--- src/rtl/dsm_pkg.sv ---
// Shared types and MASH 1-1-1 range defaults for the delta-sigma
// fraction recovery path.
package dsm_pkg;

    // Windowing controller states
    typedef enum logic {
        IDLE = 1'b0,
        RUN  = 1'b1
    } dsm_state_t;

    // MASH 1-1-1 output spans -3..+4, which fits a 4-bit signed sample
    localparam int DSM_IN_W   = 4;
    localparam int DSM_IN_MIN = -3;
    localparam int DSM_IN_MAX = 4;

endpackage

--- src/rtl/dsm_frac_decimator.sv ---
// Integrates the signed modulator stream over 2^LOG2_WIN accepted samples
// and presents each window sum as the recovered fractional word.
module dsm_frac_decimator
    import dsm_pkg::*;
#(
    parameter int IN_W     = DSM_IN_W,
    parameter int LOG2_WIN = 10,
    parameter int IN_MIN   = DSM_IN_MIN,
    parameter int IN_MAX   = DSM_IN_MAX,
    localparam int ACC_W   = IN_W + LOG2_WIN
) (
    input  logic                    clk,
    input  logic                    rst,
    input  logic                    clear,
    input  logic                    en,
    input  logic                    in_valid,
    input  logic signed [IN_W-1:0]  dsm_in,
    output logic signed [ACC_W-1:0] frac_out,
    output logic                    frac_valid,
    output logic                    busy,
    output logic [7:0]              win_count,
    output logic                    range_err
);

    localparam logic signed [IN_W-1:0] LO = IN_W'(IN_MIN);
    localparam logic signed [IN_W-1:0] HI = IN_W'(IN_MAX);

    dsm_state_t              state;
    logic signed [ACC_W-1:0] acc;
    logic [LOG2_WIN-1:0]     cnt;

    logic signed [ACC_W-1:0] sample_ext;
    logic                    last_sample;
    logic                    out_of_range;

    // Sample decode: sign extension, window-end and legality detection
    always_comb begin
        sample_ext   = ACC_W'(dsm_in);
        last_sample  = in_valid && (cnt == '1);
        out_of_range = (dsm_in < LO) || (dsm_in > HI);
    end

    // Window controller: accumulate, close windows, abort on en low
    always_ff @(posedge clk or posedge rst) begin
        if (rst) begin
            state      <= IDLE;
            acc        <= '0;
            cnt        <= '0;
            frac_out   <= '0;
            frac_valid <= 1'b0;
            busy       <= 1'b0;
            win_count  <= '0;
            range_err  <= 1'b0;
        end else if (clear) begin
            state      <= IDLE;
            acc        <= '0;
            cnt        <= '0;
            frac_out   <= '0;
            frac_valid <= 1'b0;
            busy       <= 1'b0;
            win_count  <= '0;
            range_err  <= 1'b0;
        end else begin
            frac_valid <= 1'b0;
            unique case (state)
                IDLE: begin
                    if (en) begin
                        state <= RUN;
                        busy  <= 1'b1;
                        acc   <= '0;
                        cnt   <= '0;
                    end
                end
                RUN: begin
                    if (in_valid && out_of_range) begin
                        range_err <= 1'b1;
                    end
                    if (last_sample) begin
                        // Final sample joins the sum; next window starts at once
                        frac_out   <= acc + sample_ext;
                        frac_valid <= 1'b1;
                        acc        <= '0;
                        cnt        <= '0;
                        if (win_count != 8'hFF) begin
                            win_count <= win_count + 8'd1;
                        end
                    end else if (!en) begin
                        acc <= '0;
                        cnt <= '0;
                    end else if (in_valid) begin
                        acc <= acc + sample_ext;
                        cnt <= cnt + 1'b1;
                    end
                    if (!en) begin
                        state <= IDLE;
                        busy  <= 1'b0;
                    end
                end
                default: begin
                    state <= IDLE;
                    busy  <= 1'b0;
                end
            endcase
        end
    end

endmodule

--- config.mk ---
export PLATFORM = sky130hd
export DESIGN_NAME = dsm_frac_decimator
export DESIGN_NICKNAME = d
export VERILOG_FILES = /design/src/rtl/dsm_pkg.sv /design/src/rtl/dsm_frac_decimator.sv
export SDC_FILE = /design/constraint.sdc
export NUM_CORES = 1
export LEC_CHECK = 0
export CORE_UTILIZATION = 51
export CTS_CLUSTER_DIAMETER = 50
export DETAILED_ROUTE_END_ITERATION = 8
export PLACE_DENSITY = 0.76
export SYNTH_ARGS = -nofsm -noshare
export SYNTH_HDL_FRONTEND = slang
export SYNTH_SLANG_ARGS = --single-unit
--- constraint.sdc ---
create_clock -name clk -period 2 [get_ports clk]
set_input_delay 0.4 -clock clk [delete_from_list [all_inputs] [get_ports clk]]
set_output_delay 0.4 -clock clk [all_outputs]
set_load 0.1 [all_outputs]
Word level (Yosys, flattened, before mapping)
Cells that the tools add are included.

word-level totals
  register bits after elaboration = 50
  input bits = 9
  logic and storage cells = 62

operators by class
  add/subtract/negate cells = 3
  order comparisons = 2
  eq/ne operators = 5
  mux-type cells = 31
  bitwise gates (word level) = 1
  reductions and logical operators = 12

operators by type and width
  kind                                                   number
  2-to-1 mux 14 bit                                      8
  2-to-1 mux 10 bit                                      5
  2-to-1 mux 8 bit                                       4
  case mux 14 bit (2 select lines)                       1
  case mux 10 bit (2 select lines)                       1
  adder 14 x 4 -> 14 bit                                 1
  2-to-1 mux 1 bit                                       11
  adder 10 x 1 -> 10 bit (second input constant)         1
  equality test 10 bit (second input constant)           1
  adder 8 x 1 -> 8 bit (second input constant)           1
  != test 8 bit (second input constant)                  1
  AND reduction 2 bit                                    4
  nonzero test 2 bit                                     4
  != test 3 bit (second input constant)                  2
  != test 5 x 4 -> 1 bit (second input constant)         1
  greater-than comparator 4 bit (second input constant)  1
  < comparator 4 x 3 -> 1 bit (second input constant)    1
  AND reduction 3 bit                                    1
  logical AND 1 bit                                      2
  case mux 1 bit (2 select lines)                        1
  logical OR 1 bit                                       1
  NOT 1 bit                                              1

Longest topological paths before layout
Gate-level depths: netlist of run 1.

  depth after elaboration = 6
  mapped depth = 9
  depth with buffers taken out = 8

Worst setup path before layout of run 1
No wires, ideal clock.

  path type = input -> register
  start point = input dsm_in[3]
  end point = register frac_out[13]
  library setup time = 0.071 ns
  arrival = 2.042 ns
  data required time = 1.929 ns
  slack = -0.113 ns
  cell stages on the path = 6
  path through = ha_1 -> a21o_4 -> a31o_4 -> a211o_1 -> or4b_1 -> nand3_1

between the ends
  longest elaborated chain between the ends = 4

ends and longest elaborated chain
  what                    line                      source
  start: declaration      dsm_frac_decimator.sv:17  input logic signed [IN_W-1:0] dsm_in,
  adder 14 x 4 -> 14 bit  dsm_frac_decimator.sv:80  frac_out <= acc + sample_ext;
  2-to-1 mux 14 bit       dsm_frac_decimator.sv:78  if (last_sample) begin
  2-to-1 mux 14 bit       dsm_frac_decimator.sv:65  unique case (state)
  2-to-1 mux 14 bit       dsm_frac_decimator.sv:54  end else if (clear) begin
  end signal: assignment  dsm_frac_decimator.sv:80
  end: declaration        dsm_frac_decimator.sv:18  output logic signed [ACC_W-1:0] frac_out,

Every way passes these cells. The select of a mux whose other input is x is not followed.
A chain may end at the register's enable or synchronous reset.

Worst setup path in the final report of run 1
  start point = register acc[0]
  end point = register acc[12]

between the ends
  longest elaborated chain between the ends = 6

ends and longest elaborated chain
  what                              line                      source
  start: declaration                dsm_frac_decimator.sv:29  logic signed [ACC_W-1:0] acc;
  start signal: assignment          dsm_frac_decimator.sv:91  acc <= acc + sample_ext;
  adder 14 x 4 -> 14 bit            dsm_frac_decimator.sv:91
  2-to-1 mux 14 bit                 dsm_frac_decimator.sv:90  end else if (in_valid) begin
  2-to-1 mux 14 bit                 dsm_frac_decimator.sv:87  end else if (!en) begin
  2-to-1 mux 14 bit                 dsm_frac_decimator.sv:78
  case mux 14 bit (2 select lines)  dsm_frac_decimator.sv:65
  2-to-1 mux 14 bit                 dsm_frac_decimator.sv:54

Every way passes these cells. The select of a mux whose other input is x is not followed.

==> results.cfg, run 1 <==
[run_status]
status = complete, but fails checks
violations = setup timing

[job]
drv_cap = 0

[cts]
cts_tree = yes
clockRootBuffer = clkbuf_8
path_clk_slew_ps = 100
clkSinkCount = 50
numCtsBuffers = 5
clk_path_buf_depth = 2
htreeDepth = 2
insertion_delay_ps = 310

[yosys]
ys_async_sr_fraction = 1.00
synth_edf_count = 0
synth_cell_types = 61
synth_cells = 332
syn-num-nets = 357
synth_top_area_frac = 0.405
avgSynthCellArea_um2 = 9.31
yosys_most_used_dff = dfrtp_1
synthTopCellsByArea = dfrtp_1, ha_1, xnor2_1
syn-cell-area_um2 = 3090
yosysWarnings = 0
seq_area_frac_synth = 0.405
yosys_register_bits = 50
yosysTopAreaCell = dfrtp_1

[global_routing]
grt_pass1_vias = 2858
grt_max_degree = 25
antenna_found_initial = 0
overflow = 0
grtUsageTotal = 0.268
grt_pass1_wl_um = 13200

[critical_path]
worstPathBufferInverterCount = 1
arrival_ps = 2350
required_ps = 2210
worstPathCellList = ha_4 > inv_2 > fa_2 > nor2b_2 > o31a_1 > o31a_1 > or3_1 > a32o_1
critPathSlowestCell = dfrtp_1
worst-setup-path-type = flop to flop
critPathTopFamily = compound AO/OA/AOI/OAI gates
crit_path_frequent_cell = o31a_1
crit_path_max_incr_delay_ps = 420
critPathMaxFanout = 5
end_kind = flop
start_kind = flop

[drt]
wirelength_um = 8100
drt_pass1_iterations = 5
drtAntennaViolNets = 0
dr_total_vias = 3008
routedWlPerCell_um = 16.3
drc = 0
drt_iter0_markers = 195
viasPerCell = 6.04

[floorplanning]
die-area_um2 = 6380
die_h_um = 79.8
num_rows = 27
ios = 34
design.core.area_um2 = 5680
fp.dieW_um = 79.8
initial_utilization = 0.545

[sta]
post-route-period-util = 1.07
period_needed_ps = 2140
finalHoldViolCount = 0
clock_skew_ps = 7.12
timing.fmax_mhz = 467
whs_ps = 387
tns_ps = -336
setup_slack_ps = -142
tightest_slew_ps = 405
final-setup-viol-count = 5
slew_violations = 0
slew_headroom = 0.729
rsz0062_at_grt = yes

[place]
gp_congestion = 0.932
place_ws_ps = -662
place_area_um2 = 3930
hpwl_um = 5740
numPortBuffers = 33

[finish]
layout-drive-gt1-share = 0.331
antenna_cells = 0
fin_nets = 450
num-fill-cells = 420
final_area_um2 = 4190
syn_to_final_growth_pct = 35.4
utilization = 0.737

[power_and_ir_drop]
p_per_area_nw_per_um2 = 467
peakVddDrop_v = 0.000397
leakage_nw = 1.90

[hold_path]
hp-class = primary input to asynchronous set/reset pin
[Yosys cell counts, types with 3 or more instances]
library cell / instances
nor3_1: 9
a32o_1: 4
xor2_1: 5
and4_1: 5
buf_2: 3
nand2_1: 30
xnor2_1: 15
clkbuf_1: 8
nor2_1: 31
and3_1: 5
o211ai_1: 3
a21o_1: 3
nand4_1: 6
inv_1: 7
o21ai_0: 16
dfrtp_1: 50
or3_1: 5
a31oi_1: 3
nor2b_1: 4
a21oi_1: 17
or4_1: 5
nand3_1: 20
o21a_1: 4
and2_1: 5
a211o_1: 3
ha_1: 15
a22o_1: 6
nor4_1: 6
[cell type report]
class	instances	area, um^2	share of cell area
Multi-Input combinational cell	261	1900	0.454
Inverter	7	26.3	0.00628
Tap cell	72	90.1	0.0215
Clock buffer	5	68.8	0.0164
Clock inverter	3	25.0	0.00598
Sequential cell	50	1250	0.300
Timing Repair Buffer	100	820	0.196
[per-stage QoR]
stage	power [mW]	instances
after floorplan	1.20	332
after global placement	1.32	485
after detailed placement	1.32	485
after CTS	1.96	494
after global routing	2.03	498
final	1.95	498
[metal layers]
layer  share of wire  global-route usage  vias up
met2            0.48               0.445      127
met3           0.060              0.0389       12
met4           0.014              0.0911        0
li1                -                   -     1427
met1            0.44               0.358     1442
met5               0                   0        -
[kinds of logic after synthesis]
family / Yosys count / share of synthesized area
AOI/OAI and AO/OA: 78 / 0.179
buffers and inverters: 21 / 0.0328
xor gates and xnor gates: 20 / 0.0567
adders and majority gates: 16 / 0.0672
muxes: 2 / 0.00648
DFF: 50 / 0.405
and+or+nand+nor: 145 / 0.253
[what timing repair did]
action,4_1_cts,5_1_grt
buffers inserted,1,4
setup endpoints to repair,17,24
hold buffers,0,0
pin swaps,7,9
gates resized for setup,26,9
[sequential cells by signal (all words and copies together) (netlist names)]
name and flops:
win_count 8, busy 1, frac_out 14, range_err 1, frac_valid 1, cnt 10, state 1, acc 14
[cell usage in the layout, fill, tap and decap left out, types with 6 or more instances in the layout]
master    n
buf_4    86
o21ai_0  15
a22o_1    6
nor3_1    9
a21oi_1  12
dfrtp_1  48
nand3_1  19
ha_4      6
nand4_1   6
ha_1      7
xnor2_1  15
nor2_1   31
nand2_1  30
[worst register-to-register path, stage by stage (launching register included)]
cell and delay [ps]:
dfrtp_1 420, ha_4 170, inv_2 50, fa_2 200, nor2b_2 50, o31a_1 300
o31a_1 280, or3_1 310, a32o_1 260
[where the power goes]
part | total, mW | switching (mW) | internal [mW]
registers | 1.03 | 0.00760 | 1.02
logic | 0.301 | 0.172 | 0.128
clock network | 0.627 | 0.374 | 0.253
[final timing paths]
path | start | end | slack, ps | cells past startpoint
max | acc[0]$_DFFE_PP0P_ | acc[12]$_DFFE_PP0P_ | -140 | 8
min | rst | acc[13]$_DFFE_PP0P_ | 390 | 2
max reg2reg | acc[0]$_DFFE_PP0P_ | acc[12]$_DFFE_PP0P_ | -140 | 8
min reg2reg | acc[7]$_DFFE_PP0P_ | acc[7]$_DFFE_PP0P_ | 520 | 2
max in group asynchronous | rst | acc[9]$_DFFE_PP0P_ | 1120 | 3
min in group clk | acc[7]$_DFFE_PP0P_ | acc[7]$_DFFE_PP0P_ | 520 | 2
Note: power is estimated with default switching activity, not from simulation.
==> run 2, diff against run 1 <==
==> constraint.sdc (replaced) <==
create_clock -name clk -period 1.8 [get_ports clk]
set_input_delay 0.36 -clock clk [delete_from_list [all_inputs] [get_ports clk]]
set_output_delay 0.36 -clock clk [all_outputs]
set_load 0.1 [all_outputs]
==> run 2 against run 1 <==
Cell count grew 5.6%; clock-buffer cell count is the same; die area is the same; non-clock buffer count grew 28; the flow still finishes with violations (setup timing); largest power group unchanged; sequential share of layout area shrank 5.0 points.
==> results.cfg, run 2 (synthesis results as in run 1) <==
[cts]
insertion_delay_ps = 320
clk_path_buf_depth = 2
hold_buffers = 0
clkSinkCount = 50
clockRootBuffer = clkbuf_8
numCtsBuffers = 5
htreeDepth = 2
cts_tree = yes
path_clk_slew_ps = 110

[sta]
clock_skew_ps = 9.95
timing.fmax_mhz = 461
setup_slack_ps = -369
slew_headroom = 0.597
finalHoldViolCount = 0
final-setup-viol-count = 26
tns_ps = -4360
post-route-period-util = 1.21
slew_violations = 0
period_needed_ps = 2170
rsz0062_at_grt = yes
tightest_slew_ps = 603

[critical_path]
worst-setup-path-type = flop to flop
start_kind = flop
critPathMaxFanout = 2
rr_startpoint = acc[0]$_DFFE_PP0P_
reg2reg_to = acc[12]$_DFFE_PP0P_
critPathLaunch = acc[0]$_DFFE_PP0P_
required_ps = 2020
end_kind = flop
rrSetupSlack_ps = -370
arrival_ps = 2390
reg2regPathDepth = 8
crit_end = acc[12]$_DFFE_PP0P_

[power_and_ir_drop]
p_total_mw = 2.43
leakage_nw = 2.17
p_per_area_nw_per_um2 = 481
peakVddDrop_v = 0.000489

[global_routing]
grt_pass1_wl_um = 16100
antenna_found_initial = 0
grtUsageTotal = 0.334
grt_pass1_vias = 3387
grt_max_degree = 51
overflow = 0

[drt]
drt_iter0_markers = 361
dr_total_vias = 3601
drt_pass1_iterations = 6
drc = 0
drtAntennaViolNets = 0
routedWlPerCell_um = 23.4
viasPerCell = 6.85
wirelength_um = 12300

[finish]
syn_to_final_growth_pct = 63.5
final_area_um2 = 5050
antenna_cells = 0
reg.largest.list = acc (14), frac_out (14), cnt (10)
layout-drive-gt1-share = 0.474
final_cell_mix = buf_4, dfrtp_1, nand2_1
fin_nets = 478
utilization = 0.890
layout_commonest_cell = buf_4

[floorplanning]
die_h_um = 79.8
num_rows = 27
die-area_um2 = 6380
ios = 34
initial_utilization = 0.545
design.core.area_um2 = 5680
fp.dieW_um = 79.8

[place]
gp_congestion = 0.956
place_ws_ps = -835
numPortBuffers = 33
place_area_um2 = 4330
hpwl_um = 6420

[run_status]
violations = setup timing
status = complete, but fails checks

[job]
drv_cap = 0

[hold_path]
hp-class = primary input to asynchronous set/reset pin
-- run 2: cell count changes in the layout (fill, tap and decap cells not counted), moves of 4 or more --
| cell | delta |
|---|---|
| buf_12 | +22 |
| ha_1 | -4 |
| nand3_1 | -4 |
| nand3_2 | +4 |
| nor2_2 | +6 |
| buf_6 | +11 |
| dfrtp_2 | +4 |
| a21oi_1 | -8 |
| nor2_1 | -6 |
| a21oi_2 | +5 |
| buf_4 | -5 |
| dfrtp_1 | -4 |
-- run 2: report_power, final --
group	switching, mW	total (mW)	internal [mW]	leakage, nW
clock network	0.434	0.859	0.425	0.0591
logic	0.251	0.431	0.180	1.42
registers	0.0106	1.14	1.13	0.685
-- run 2: how the worst min path moves through the flow --
| stage | start | to | slack (ps) | depth (start not counted) |
|---|---|---|---|---|
| floorplan | acc[7]$_DFFE_PP0P_ | acc[7]$_DFFE_PP0P_ | 450 | 2 |
| global placement | acc[7]$_DFFE_PP0P_ | acc[7]$_DFFE_PP0P_ | 480 | 2 |
| detailed placement | acc[7]$_DFFE_PP0P_ | acc[7]$_DFFE_PP0P_ | 480 | 2 |
| CTS | rst | acc[13]$_DFFE_PP0P_ | 420 | 3 |
| global route | rst | cnt[7]$_DFFE_PP0P_ | 430 | 3 |
| finish | rst | cnt[7]$_DFFE_PP0P_ | 400 | 3 |
-- run 2: routing by layer --
| layer | GRT usage | vias up | wire length (um) |
|---|---|---|---|
| met5 | 0 | - | 0 |
| li1 | - | 1475 | - |
| met1 | 0.402 | 1718 | 4470 |
| met2 | 0.577 | 304 | 5910 |
| met4 | 0.171 | 0 | 883 |
| met3 | 0.0514 | 104 | 1070 |
-- run 2: per-stage QoR --
step                      cells  hold WS, ps
after floorplan             332          453
after global placement      501          479
after detailed placement    501          483
after CTS                   517          423
after global routing        526          432
final                       526          400
-- run 2: what timing repair did --
action / in CTS / in global routing
gates resized for setup: 44 / 57
buffers inserted: 9 / 10
pin swaps: 33 / 35
setup endpoints to repair: 31 / 36
-- run 2: cell type report --
class | instances | area, um^2
repair buffers | 128 | 1350
multi-input cells | 261 | 2210
flip-flops and latches | 50 | 1260
clock buffers | 5 | 68.8
inverters | 7 | 26.3
clock inverters | 3 | 47.5
well taps | 72 | 90.1
fillers | 222 | 623
-- run 2: critical path, stage by stage (launching register included) --
cell,delay [ps]
dfrtp_1,400
ha_2,190
inv_2,60
fa_2,220
nor2b_2,60
o31a_1,270
o31a_1,280
or3_1,340
a32o_2,260
==> run 3, diff against run 2 <==
--- a/config.mk
+++ b/config.mk
@@ -5,10 +5,12 @@
 export SDC_FILE = /design/constraint.sdc
 export NUM_CORES = 1
 export LEC_CHECK = 0
+export CORE_MARGIN = 3
 export CORE_UTILIZATION = 51
 export CTS_CLUSTER_DIAMETER = 50
 export DETAILED_ROUTE_END_ITERATION = 8
 export PLACE_DENSITY = 0.76
+export SLEW_MARGIN = 20
 export SYNTH_ARGS = -nofsm -noshare
 export SYNTH_HDL_FRONTEND = slang
 export SYNTH_SLANG_ARGS = --single-unit
==> constraint.sdc (replaced) <==
create_clock -name clk -period 1.8 [get_ports clk]
set_input_delay 0.36 -clock clk [delete_from_list [all_inputs] [get_ports clk]]
set_output_delay 0.36 -clock clk [all_outputs]
set_load 0.005 [all_outputs]
==> run 3 against run 2 <==
The run still ends with setup timing left; fmax fell by 2.2%; cell count fell by 0.19%; sequential share of layout area rose by 1.9 points; sequential power barely moved; routed wire length fell by 19%; critical path depth rose by 1; via count fell by 10%; die area rose by 10%; largest cell class unchanged.
==> results.cfg, run 3 (synthesis results as in run 1) <==
[cts]
clkSinkCount = 50
cts_tree = yes
clockRootBuffer = clkbuf_8
hold_buffers = 0
insertion_delay_ps = 310
clk_path_buf_depth = 2
htreeDepth = 2
path_clk_slew_ps = 100
numCtsBuffers = 5

[drt]
wirelength_um = 9920
drt_iter0_markers = 328
viasPerCell = 6.14
drc = 0
routedWlPerCell_um = 18.9
drtAntennaViolNets = 0
dr_total_vias = 3224
drt_pass1_iterations = 5

[floorplanning]
design.core.area_um2 = 5680
initial_utilization = 0.545
die-area_um2 = 7030
fp.dieW_um = 83.8
die_h_um = 83.8
ios = 34
num_rows = 27

[finish]
final_cell_mix = buf_4, dfrtp_1, nor2_1
utilization = 0.822
num-fill-cells = 304
antenna_cells = 0
layout_commonest_cell = buf_4
layout-drive-gt1-share = 0.355
reg.largest.list = acc (14), frac_out (14), cnt (10)
final_area_um2 = 4670
syn_to_final_growth_pct = 51.0
final_cells = 525
fin_nets = 477

[sta]
tns_ps = -4730
period_needed_ps = 2220
post-route-period-util = 1.23
slew_violations = 0
rsz0062_at_grt = yes
slew_headroom = 0.720
final-setup-viol-count = 18
tightest_slew_ps = 416
finalHoldViolCount = 0
clock_skew_ps = 9.49
setup_slack_ps = -419
timing.fmax_mhz = 451

[power_and_ir_drop]
leakage_nw = 2.06
p_total_mw = 2.30
switching_share = 0.258
p_int_mw = 1.71
p_sw_mw = 0.594
pwr-share-seq = 0.496
p_per_area_nw_per_um2 = 493
p_comb_frac = 0.156
clkPwrFrac = 0.349
peakVddDrop_v = 0.000317

[global_routing]
met3_usage = 0.0434
antenna_found_initial = 0
use_met2 = 0.453
grt_pass1_vias = 3132
grtUsageTotal = 0.259
grt_pass1_wl_um = 14700
met1_usage = 0.317
overflow = 0
grt_max_degree = 51
busiest_layer = met2

[job]
drv_cap = 0

[critical_path]
worst-setup-path-type = flop to flop
critPathMaxFanout = 3
crit_path_max_incr_delay_ps = 390
critPathSlowestCell = dfrtp_1
worstPathCellList = ha_2 > inv_2 > fa_2 > nor2b_2 > o31a_1 > buf_4 > o21a_1 > or3_1 > a32o_1
start_kind = flop
arrival_ps = 2430
required_ps = 2010
end_kind = flop

[place]
placedCellCount = 494
hpwl_um = 6100
place_area_um2 = 4050
gp_congestion = 0.898
numPortBuffers = 33

[hold_path]
hp-class = primary input to asynchronous set/reset pin

[run_status]
status = complete, but fails checks
violations = setup timing
[run 3: cell types whose count changed in the layout (fill, tap and decap cells not counted), moves of 5 or more]
cell             previous run  this run
a21oi_1                     4        11
a21oi_2                    10         4
buf_12                     26         2
clkdlybuf4s50_1             4        29
dfrtp_1                    44        50
dfrtp_2                     6         0
nor2_1                     25        30
nor2_2                      6         0
[run 3: worst paths after layout]
| path | from | endpoint | slack [ps] | depth (start not counted) |
|---|---|---|---|---|
| min in group clk | range_err$_DFFE_PP0P_ | range_err$_DFFE_PP0P_ | 510 | 2 |
| worst min register to register | range_err$_DFFE_PP0P_ | range_err$_DFFE_PP0P_ | 510 | 2 |
| worst max-delay path | acc[0]$_DFFE_PP0P_ | acc[6]$_DFFE_PP0P_ | -420 | 9 |
| max in group asynchronous | rst | acc[10]$_DFFE_PP0P_ | 1160 | 3 |
| worst max register to register | acc[0]$_DFFE_PP0P_ | acc[6]$_DFFE_PP0P_ | -420 | 9 |
| worst min-delay path | rst | cnt[8]$_DFFE_PP0P_ | 390 | 3 |
[run 3: cell type report]
class / instances / area, um^2 / area share
sequential: 50 / 1250 / 0.268
timing repair buffer: 127 / 1110 / 0.238
multi-input combinational: 261 / 2080 / 0.445
clock inverter: 3 / 40.0 / 0.00858
clock buffer: 5 / 68.8 / 0.0147
tap: 72 / 90.1 / 0.0193
inverter: 7 / 26.3 / 0.00563
[run 3: worst max-delay path: cells and delay by family, from the launching register on]
family | cells | cell delay (ps)
simple gates | 2 | 430
flops | 1 | 390
buf+inv | 2 | 210
fa+ha+maj | 2 | 400
compound gates | 3 | 680
[run 3: metal layers]
layer,wire length (um),vias up,share of wire
met2,5050,144,0.51
met5,0,-,0
met1,4070,1576,0.41
met3,534,33,0.054
met4,270,0,0.027
li1,-,1471,-
[run 3: per-stage QoR]
step	hold WS, ps	setup slack (ps)
6_report	393	-419
2_1_floorplan	453	-228
3_3_place_gp	488	-773
3_5_place_dp	492	-894
4_1_cts	415	-402
5_1_grt	438	-490
[run 3: power by group through the flow]
stage	registers (mW)	logic, mW	clock network [mW]
5_1_grt	1.14	0.384	0.878
6_report	1.14	0.359	0.802
3_3_place_gp	1.16	0.296	0
4_1_cts	1.14	0.328	0.818
2_1_floorplan	1.16	0.154	0
3_5_place_dp	1.16	0.304	0
[run 3: timing repair]
action | 4_1_cts | 5_1_grt
pin swaps | 24 | 33
setup buffers | 5 | 18
setup endpoints to repair | 30 | 36
gates resized for setup | 31 | 38
cloned | 1 | 0
